### src/rtl/a2d_scan_sched.sv
`default_nettype none
// +--------------------------------------------------------------------+
// | a2d_scan_sched : round-robin A2D scan sequencer with on-demand     |
// | pre-emption, conversion timeout and an 8-entry result file.        |
// | Rev 1.0                                                            |
// +--------------------------------------------------------------------+
module a2d_scan_sched #(
  parameter int GAP_CYCLES = 64,
  parameter int TMO_CYCLES = 4095
) (
  input  logic        clk,
  input  logic        rst,
  input  logic        en,
  input  logic [7:0]  ch_mask,
  input  logic        req,
  input  logic [2:0]  req_chnnl,
  output logic        req_ack,
  output logic [11:0] od_res,
  output logic        strt_cnv,
  output logic [2:0]  chnnl,
  input  logic        cnv_cmplt,
  input  logic [11:0] res,
  input  logic [2:0]  rd_chnnl,
  output logic [11:0] rd_data,
  output logic [7:0]  fresh,
  input  logic        rd_stb,
  output logic        scan_done,
  output logic        tmo_err
);

  localparam int GW = (GAP_CYCLES > 1) ? $clog2(GAP_CYCLES) : 1;
  localparam int TW = (TMO_CYCLES > 1) ? $clog2(TMO_CYCLES) : 1;
  localparam logic [GW-1:0] GAP_LAST = GW'(GAP_CYCLES - 1);
  localparam logic [TW-1:0] TMO_LAST = TW'(TMO_CYCLES - 1);

  typedef enum logic [2:0] {
    IDLE      = 3'd0,
    ARB       = 3'd1,
    START     = 3'd2,
    WAIT_BUSY = 3'd3,
    WAIT_DONE = 3'd4,
    STORE     = 3'd5,
    GAP       = 3'd6
  } state_t;

  state_t         state;
  state_t         nxt;
  logic [2:0]     cur_ch;
  logic           cur_src;     // 1 = on-demand, 0 = scan
  logic [2:0]     last_ch;
  logic [GW-1:0]  gap_cnt;
  logic [TW-1:0]  tmo_cnt;
  logic [11:0]    file [8];

  logic [2:0]     scan_ch;
  logic           scan_hit;
  logic [2:0]     top_ch;
  logic [2:0]     arb_ch;
  logic           in_wait;
  logic           tmo_hit;
  logic           gap_end;
  logic [7:0]     fresh_nxt;

  // Next masked channel strictly after last_ch, wrapping 7->0.
  always_comb begin
    scan_hit = 1'b0;
    scan_ch  = last_ch;
    for (int i = 1; i <= 8; i++) begin
      if (!scan_hit && ch_mask[3'(last_ch + 3'(i))]) begin
        scan_hit = 1'b1;
        scan_ch  = 3'(last_ch + 3'(i));
      end
    end
  end

  always_comb begin
    top_ch = 3'd0;
    for (int i = 0; i < 8; i++) begin
      if (ch_mask[i]) top_ch = 3'(i);
    end
  end

  assign arb_ch  = req ? req_chnnl : scan_ch;
  assign in_wait = (state == WAIT_BUSY) || (state == WAIT_DONE);
  assign tmo_hit = in_wait && (tmo_cnt == TMO_LAST);
  assign gap_end = (gap_cnt == GAP_LAST);

  always_ff @(posedge clk or posedge rst) begin
    if (rst) state <= IDLE;
    else     state <= nxt;
  end

  always_comb begin
    nxt = state;
    case (state)
      IDLE:      if (req || (en && (ch_mask != 8'd0))) nxt = ARB;
      ARB:       nxt = (req || (en && scan_hit)) ? START : IDLE;
      START:     nxt = WAIT_BUSY;
      WAIT_BUSY: if (!cnv_cmplt) nxt = WAIT_DONE;
                 else if (tmo_hit) nxt = GAP;
      WAIT_DONE: if (cnv_cmplt) nxt = STORE;
                 else if (tmo_hit) nxt = GAP;
      STORE:     nxt = GAP;
      GAP:       if (gap_end) nxt = ARB;
      default:   nxt = IDLE;
    endcase
  end

  // A store sets the fresh bit even when the same entry is being read-cleared.
  always_comb begin
    fresh_nxt = fresh;
    if (rd_stb) fresh_nxt[rd_chnnl] = 1'b0;
    if (state == STORE && !cur_src) fresh_nxt[cur_ch] = 1'b1;
  end

  always_ff @(posedge clk or posedge rst) begin
    if (rst) begin
      cur_ch    <= 3'd0;
      cur_src   <= 1'b0;
      last_ch   <= 3'd7;
      gap_cnt   <= '0;
      tmo_cnt   <= '0;
      strt_cnv  <= 1'b0;
      chnnl     <= 3'd0;
      req_ack   <= 1'b0;
      scan_done <= 1'b0;
      tmo_err   <= 1'b0;
      od_res    <= 12'd0;
      fresh     <= 8'd0;
      for (int i = 0; i < 8; i++) file[i] <= 12'd0;
    end else begin
      req_ack   <= 1'b0;
      scan_done <= 1'b0;
      fresh     <= fresh_nxt;
      strt_cnv  <= (nxt == START) || (nxt == WAIT_BUSY);

      if (in_wait && nxt == state) tmo_cnt <= tmo_cnt + 1'b1;
      else                         tmo_cnt <= '0;

      if (state == GAP && nxt == GAP) gap_cnt <= gap_cnt + 1'b1;
      else                            gap_cnt <= '0;

      case (nxt)
        START, WAIT_BUSY, WAIT_DONE, STORE:
          chnnl <= (state == ARB) ? arb_ch : cur_ch;
        default:
          chnnl <= 3'd0;
      endcase

      if (state == ARB) begin
        cur_ch  <= arb_ch;
        cur_src <= req;
      end

      // Abort: an on-demand request stays pending; a scan skips past the channel.
      if (tmo_hit && nxt == GAP) begin
        tmo_err <= 1'b1;
        if (!cur_src) last_ch <= cur_ch;
      end

      if (state == STORE) begin
        if (cur_src) begin
          od_res  <= res;
          req_ack <= 1'b1;
        end else begin
          file[cur_ch] <= res;
          last_ch      <= cur_ch;
          scan_done    <= (ch_mask != 8'd0) && (top_ch == cur_ch);
        end
      end
    end
  end

  assign rd_data = file[rd_chnnl];

endmodule
`default_nettype wire

### config.mk
export PLATFORM = sky130hd
export DESIGN_NAME = a2d_scan_sched
export DESIGN_NICKNAME = d
export VERILOG_FILES = /design/src/rtl/a2d_scan_sched.sv
export SDC_FILE = /design/constraint.sdc
export NUM_CORES = 1
export LEC_CHECK = 0
export CAP_MARGIN = 30
export CORE_MARGIN = 2
export CORE_UTILIZATION = 55
export CTS_CLUSTER_DIAMETER = 100
export DETAILED_ROUTE_END_ITERATION = 7
export DONT_BUFFER_PORTS = 1
export GPL_TIMING_DRIVEN = 0
export PLACE_DENSITY = 0.76
export SETUP_SLACK_MARGIN = 0.1
export SKIP_LAST_GASP = 1
export SYNTH_ARGS = -nofsm -noshare
export SYNTH_HDL_FRONTEND = slang
export SYNTH_SLANG_ARGS = --single-unit
### constraint.sdc
create_clock -name clk -period 15.3 [get_ports clk]
set_clock_uncertainty 0.2 [all_clocks]
set_input_delay 4.59 -clock clk [delete_from_list [all_inputs] [get_ports clk]]
set_output_delay 4.59 -clock clk [all_outputs]
set_load 0.02 [all_outputs]
[Word level (Yosys, flattened, before mapping)]
Cells that the tools add are included.
Cells by class
  add/subtract/negate cells: 9
  equal/unequal tests: 15
  order comparisons: 15
  reduce and logical (&&, ||, !) cells: 35
  bitwise gates (word level): 6
  mux-type cells: 71
Operators by type and width (number)
  $bwmux 96: 1
  $mux 3: 26
  $mux 12: 4
  $lt 3x4->1 const B: 10
  $bmux 12 s3: 1
  $demux 12 s3: 1
  $bmux 1 s3: 8
  $mux 1: 23
  $pmux 3 s7: 1
  $eq 3x3->1 const B: 6
  $logic_and 1x1->1: 18
  $mux 8: 2
  $add 12x1->12 const B: 1
  $add 3x3->3 const B: 4
  $eq 12x12->1 const B: 1
  $eq 3x2->1 const B: 4
  $and 8x8->8: 1
  $ge 4x4->1 const B: 2
  $logic_not 1->1: 8
  $not 3->4: 2
  $not 8->8: 1
  $or 8x8->8: 1
  $reduce_bool 8->1: 1
  $add 3x2->3 const B: 2
  15 further kinds: 22
Storage, ports and cells
  output and inout bits: 39
  flip-flop bits (word level): 151
  input bits: 32
  logic and storage cells: 172

[Longest topological paths before layout]
Gate-level depths: netlist of the first run.
  depth in word-level cells: 34
  mapped depth: 13
  gate-level depth less buffers: 9

[Worst setup path before layout of the first run]
No wires, ideal clock.
  path kind: input port to output port
  start point: input rd_chnnl[1]
  end point: output rd_data[0]
  path slack: 4524 ps
  data arrival time: 5986 ps
  stages on the path: 3
  path buffers: 1
  required time: 10510 ps
  path through: clkbuf_1 mux4_2 mux2_2
Between the ends
  cells in the longest elaborated chain, start to end: 4
Ends and longest elaborated chain
  start, declared: RTL line 23  | input logic [2:0] rd_chnnl,
  $not 3->4 (not written as such): RTL line 174  | assign rd_data = file[rd_chnnl];
  $bmux 12 s3: RTL line 174
  $mux 12 (not written as such) (2 in series): RTL line 174
  end, declared: RTL line 24  | output logic [11:0] rd_data,
Every way passes these cells. The select of a mux whose other input is x is not followed.

[Worst setup path in the final report of the first run]
  start point: input rd_chnnl[1]
  end point: output rd_data[9]
Same word-level chain as after synthesis.

==> results of run 1 <==
[flip-flops by register name (all words and copies together), names as in the netlist, 3 cells and up, named ones only]
| register | flops |
|---|---|
| chnnl | 3 |
| file | 96 |
| od_res | 12 |
| fresh | 8 |
| gap_cnt | 6 |
| tmo_cnt | 12 |
| state | 3 |
| cur_ch | 3 |
[worst max-delay path: stages]
cell and delay [ns]:
clkbuf_1 0.56, clkbuf_1 0.54, mux4_2 0.41, mux2_2 0.34
[worst paths after layout]
check | end | cells after the start | from | slack, ns
max reg2reg | chnnl[0]$_DFF_PP0_ | 12 | register | 11.52
min | gap_cnt[0]$_DFF_PP0_ | 1 | gap_cnt[0]$_DFF_PP0_ | 0.27
min reg2reg | gap_cnt[0]$_DFF_PP0_ | 1 | gap_cnt[0]$_DFF_PP0_ | 0.27
max in group asynchronous | file[7]$_DFFE_PP0P_ | 2 | rst | 10.16
max | rd_data[9] | 4 | rd_chnnl[1] | 4.05
min in group asynchronous | od_res[3]$_DFFE_PP0P_ | 1 | rst | 3.96
[layer usage]
metal,share of wire [%],vias up,GRT usage (%),wire length (um)
met4,2.4,0,8.46,420
met3,6.4,31,7.26,1150
met5,0,-,0,0
met2,50,168,39.0,8870
li1,-,2339,-,-
met1,42,2670,31.0,7420
[logic make-up (layout without fill, tap and decap cells)]
family / count (synthesis) / after routing / synth area share, %
adder cells (fa/ha/maj): 5 / 5 / 0.786
AND/OR/NAND/NOR: 167 / 167 / 10.5
AO/OA/AOI/OAI: 64 / 64 / 5.96
buffers and inverters: 54 / 87 / 3.44
XOR/XNOR: 22 / 22 / 2.42
flip-flops: 151 / 151 / 47.5
multiplexers: 167 / 167 / 29.4
[cells in the mapped netlist, types with 5 or more instances]
master    number  area, um2
mux4_1         5        131
ha_1           5       62.6
and4_1         5       43.8
nand2_1       59        221
buf_1          5       18.8
dfrtp_1      148       3700
xor2_1        10       87.6
nor2_1        38        143
xnor2_1       12        105
inv_1         13       48.8
o21ai_0       12       60.1
nand2b_1       9       56.3
mux2_2       111       1250
nand3_1       14       70.1
nor2b_1        8       50.1
mux2i_1       10        100
mux4_2        34        766
a21oi_1       13       65.1
clkbuf_1      18       67.6
buf_2         10       50.1
[metrics by stage]
stage,hold slack [ns],setup slack [ns]
finish,0.266,4.05
global placement,0.247,4.08
floorplan,0.233,4.52
global route,0.276,3.94
detailed placement,0.259,4.10
CTS,0.266,4.07
[cell type report]
type | count | share of cell area, %
repair buffers | 2 | 0.481
well taps | 180 | 2.55
inverters | 13 | 0.608
clock buffers | 24 | 5.56
flip-flops and latches | 151 | 42.8
clock inverters | 7 | 1.33
plain buffers | 41 | 2.55
multi-input cells | 425 | 44.2
[power groups by stage]
stage                     clock network [mW]  logic (mW)  registers, mW
after global placement                     0       0.712          0.674
after detailed placement                   0       0.738          0.687
final                                  0.426       0.745          0.681
after floorplan                            0       0.604          0.655
after global routing                   0.453       0.803          0.699
after CTS                              0.432       0.742          0.682
[layout by cell type, fill, tap and decap left out, types with 13 or more instances in the layout]
| cell type | count |
|---|---|
| dfrtp_1 | 148 |
| nor2_1 | 38 |
| a21oi_1 | 13 |
| clkbuf_1 | 21 |
| nand2_1 | 59 |
| nand3_1 | 14 |
| clkbuf_16 | 17 |
| mux4_2 | 34 |
| mux2_2 | 111 |
==> flow_summary.ini, run 1 <==
[outcome]
outcome = finished clean

[layout]
fillers = 1047
finalInstanceArea_um2 = 8840
area_growth_pct = 11.1
seqCellArea_um2 = 3780
layout.nets = 688
multi_input_area_um2 = 3910
fin_cells = 843
n_antenna_cell = 0
drive_gt1_share_pct = 31.5
utilization_pct = 63.2

[route]
routed_wl_mm = 17.9
drtPass1Iterations = 5
wl_per_cell_um = 21.2
ant_nets = 0
viasPerCell = 6.18
drt-initial-drc-count = 296
via_count = 5208
drc = 0

[worst_setup_path]
worst-setup-path-type = input port to output port
critPathRequiredTime_ns = 10.51
cp.arrival_ns = 6.46
worst_setup_path_end_kind = output port
cp_max_fo = 10
start_kind = input port

[synthesis]
yosys.cell_types.count = 71
synth-seq-area-share_pct = 47.5
syn-cell-area_um2 = 7960
synth-main-ff-cell = dfrtp_1
synth_seq_cells = 151
async_reset_ff_share_pct = 100
ys_warn_count = 0
synth_nets = 667
netlist_instances = 630
synth_edf_count = 0
post_synth.cell_area_avg_um2 = 12.6

[sta]
setup_viol = 0
finalSetupTns_ns = 0
tightest_slew_ns = 0.892
post-route-min-period_ns = 11.25
hold_violations = 0
fin_crit_sh_pct = 73.5
fmax_mhz = 88.9
drv_slew = 0
grt_setup_unrepaired = no
slew_headroom_pct = 40.5

[cts]
clk_path_buf_depth = 2
numClockSinks = 151
cts-root-buf = clkbuf_16
ctsHoldBuffers = 0
clk_latency_ns = 0.41
cts_resized = 0
cts_made_buffers = 17
h-tree-depth = 4
cts.clk_slew.worst_paths_ns = 0.05
cts_tree = done
postCtsSetupBuffers = 0

[power_and_ir_drop]
pwr-share-seq_pct = 36.8
p_sw_mw = 0.660
p_leak_nw = 3.89
p_int_mw = 1.19
swShare_pct = 35.6
clockPowerShare_pct = 23.0
power_density_nw_per_um2 = 209
p_comb_share_pct = 40.2
power_mw = 1.85
ir_drop_mv = 0.140

[global_routing]
grt_overflow = 0
grt_pass1_wl_mm = 29.1
grt_pass1_vias = 5502
grt.total_usage_pct = 24.1
antenna_found_initial = 0
grt_max_degree = 80

[place]
dpl_cell_area_um2 = 8220
io_buffers = 0
dp_hpwl_mm = 12.5
place_congestion = 0.900
placed_cells = 811

[job]
maxCapViolCount = 0

[die]
die_x_um = 124
die_h_um = 124
core-area_um2 = 14000
die_area_um2 = 15500
rows = 43
initial_core_util_pct = 56.9
io_pins = 71

[worst_hold_path]
min_path_type = register to register
Power figures use the tool's default switching activity.
==> run 2, diff against run 1 <==
PLACE_DENSITY = 0.79   (was 0.76)
clock period = 9.1 ns   (was 15.3 ns; I/O delays follow)
==> run 2 against run 1 <==
- first-iteration DRC count rose by 32%
- total power rose by 68%
- wire length rose by 4.3%
- highest routed layer unchanged
- worst hold slack improved by 0.012 ns
- sequential cell count did not move
- via count rose by 1.9%
- critical path depth did not move
- non-clock buffer count did not move
- register-to-register slack got worse by 6.3 ns
- global-route usage rose by 1.2 points
==> flow_summary.ini, run 2 (same netlist as run 1, synthesis figures left out) <==
[layout]
area_growth_pct = 11.0
n_antenna_cell = 0
fin_cells = 844
multi_input_area_um2 = 3910
seqCellArea_um2 = 3780
layout.nets = 688
largest_reg_flops = 96
drive_gt1_share_pct = 32.1
top_register = file
finalInstanceArea_um2 = 8830
reg_top3 = file (96), od_res (12), tmo_cnt (12)
layout_commonest_cell = dfrtp_1
most-common-layout-cells = dfrtp_1, mux2_2, nand2_1
fillers = 1041

[cts]
cts_tree = done
cts-root-buf = clkbuf_16
cts_made_buffers = 17
h-tree-depth = 4
cts.clk_slew.worst_paths_ns = 0.06
clk_path_buf_depth = 2
ctsHoldBuffers = 0
clk_latency_ns = 0.42
cts_resized = 0
postCtsSetupBuffers = 0
numClockSinks = 151

[sta]
grt_setup_unrepaired = no
drv_slew = 0
post-route-min-period_ns = 7.53
setup_viol = 0
finalSetupTns_ns = 0
tightest_slew_ns = 0.924
hold_violations = 0
hold_ws_ns = 0.278
fin_crit_sh_pct = 82.8
fmax_mhz = 133
slew_headroom_pct = 38.4

[route]
wl_per_cell_um = 22.1
drtPass1Iterations = 5
routed_wl_mm = 18.6
viasPerCell = 6.29
ant_nets = 0
drt-initial-drc-count = 392
drc = 0
via_count = 5306

[worst_setup_path]
r2r_cells = 12
worst_setup_path_end_kind = output port
path_buf_inv = 2
critPathRequiredTime_ns = 6.17
start_kind = input port
cpPeakStageDelay_ns = 0.56
crit_chain = clkbuf_1 > clkbuf_1 > mux4_2 > mux2_2
crit_family = buffers and inverters
cp_common_cell = clkbuf_1
worst-path-stages = 4
cp_slowest_cell = clkbuf_1
cp_max_fo = 10
cp.arrival_ns = 4.60
worst-setup-path-type = input port to output port

[die]
rows = 43
die_h_um = 124
initial_core_util_pct = 56.9
io_pins = 71
die_area_um2 = 15500
core-area_um2 = 14000
die_x_um = 124

[power_and_ir_drop]
p_leak_nw = 3.89
p_comb_share_pct = 40.4
pwr-share-seq_pct = 37.0
ir_drop_mv = 0.191
clockPowerShare_pct = 22.6
swShare_pct = 36.8
p_int_mw = 1.97
p_sw_mw = 1.15
power_density_nw_per_um2 = 352

[worst_hold_path]
worstHoldPathCells = 1
min_path_type = register to register

[global_routing]
grt_max_degree = 95
grt.total_usage_pct = 25.3
grt_pass1_wl_mm = 30.8
grt_overflow = 0
antenna_found_initial = 0
grt_pass1_vias = 5739

[outcome]
outcome = finished clean

[place]
dpl_cell_area_um2 = 8240
dp_hpwl_mm = 12.8
place_congestion = 0.900
placed_cells = 812
io_buffers = 0

[job]
maxCapViolCount = 0
## run 2: final timing paths
path	slack [ns]	start	to
max	1.57	rd_chnnl[1]	rd_data[10]
min	0.28	gap_cnt[0]$_DFF_PP0_	gap_cnt[0]$_DFF_PP0_
max reg2reg	5.23	register	chnnl[0]$_DFF_PP0_
min reg2reg	0.28	gap_cnt[0]$_DFF_PP0_	gap_cnt[0]$_DFF_PP0_
max in group asynchronous	5.82	rst	file[70]$_DFFE_PP0P_
min in group asynchronous	2.04	rst	tmo_cnt[8]$_DFF_PP0_
## run 2: final cells by class
type | count | area share, %
buffer | 41 | 2.55
clock buffer | 19 | 5.13
clock inverter | 13 | 1.66
inverter | 13 | 0.609
multi-input combinational | 425 | 44.2
sequential | 151 | 42.8
tap | 180 | 2.55
timing repair buffer | 2 | 0.482
## run 2: power groups by stage
stage	registers (mW)	logic [mW]	clock network (mW)
final	1.15	1.26	0.703
after global placement	1.13	1.19	0
after detailed placement	1.16	1.24	0
after global routing	1.18	1.36	0.746
after CTS	1.15	1.25	0.712
after floorplan	1.10	1.02	0
## run 2: worst reg2reg max path: stages, from the launching register on
cell            delay (ns)
dfstp_2               0.56
buf_6                 0.17
buf_2                 0.30
inv_1                 0.16
ha_1                  0.30
buf_2                 0.19
dlymetal6s2s_1        0.36
mux4_2                0.44
or2_0                 0.26
o221ai_2              0.17
a21oi_1               0.10
o31a_1                0.27
nor3_1                0.28
## run 2: per-layer routing
metal | vias to the layer above | part of all wire [%] | GRT usage (%)
met2 | 219 | 50 | 41.5
met4 | 0 | 2.5 | 9.72
met1 | 2709 | 41 | 32.3
met5 | - | 0 | 0
li1 | 2342 | - | -
met3 | 36 | 6.8 | 6.87
## run 2: metrics by stage
| step | power, mW | worst slack [ns] | utilization, % |
|---|---|---|---|
| 2_1_floorplan | 2.12 | 2.04 | - |
| 3_3_place_gp | 2.32 | 0.885 | 58.5 |
| 3_5_place_dp | 2.40 | 1.57 | 58.9 |
| 4_1_cts | 3.11 | 1.53 | 63.2 |
| 5_1_grt | 3.29 | 1.48 | 63.2 |
| 6_report | 3.11 | 1.57 | 63.2 |
==> run 3, diff against run 2 <==
clock period = 6.65 ns   (was 9.1 ns; I/O delays follow)
==> results of run 3 <==
The final DEF is identical to that of run 2. Status: finished clean.
Main changes from that run: setup slack after placement 1.57 ns -> 0.592 ns; setup slack after layout 1.57 ns -> 0.586 ns; register-to-register setup slack 5.23 ns -> 2.78 ns; total power 3.11 mW -> 4.26 mW; worst IR drop on VDD 0.191 mV -> 0.261 mV
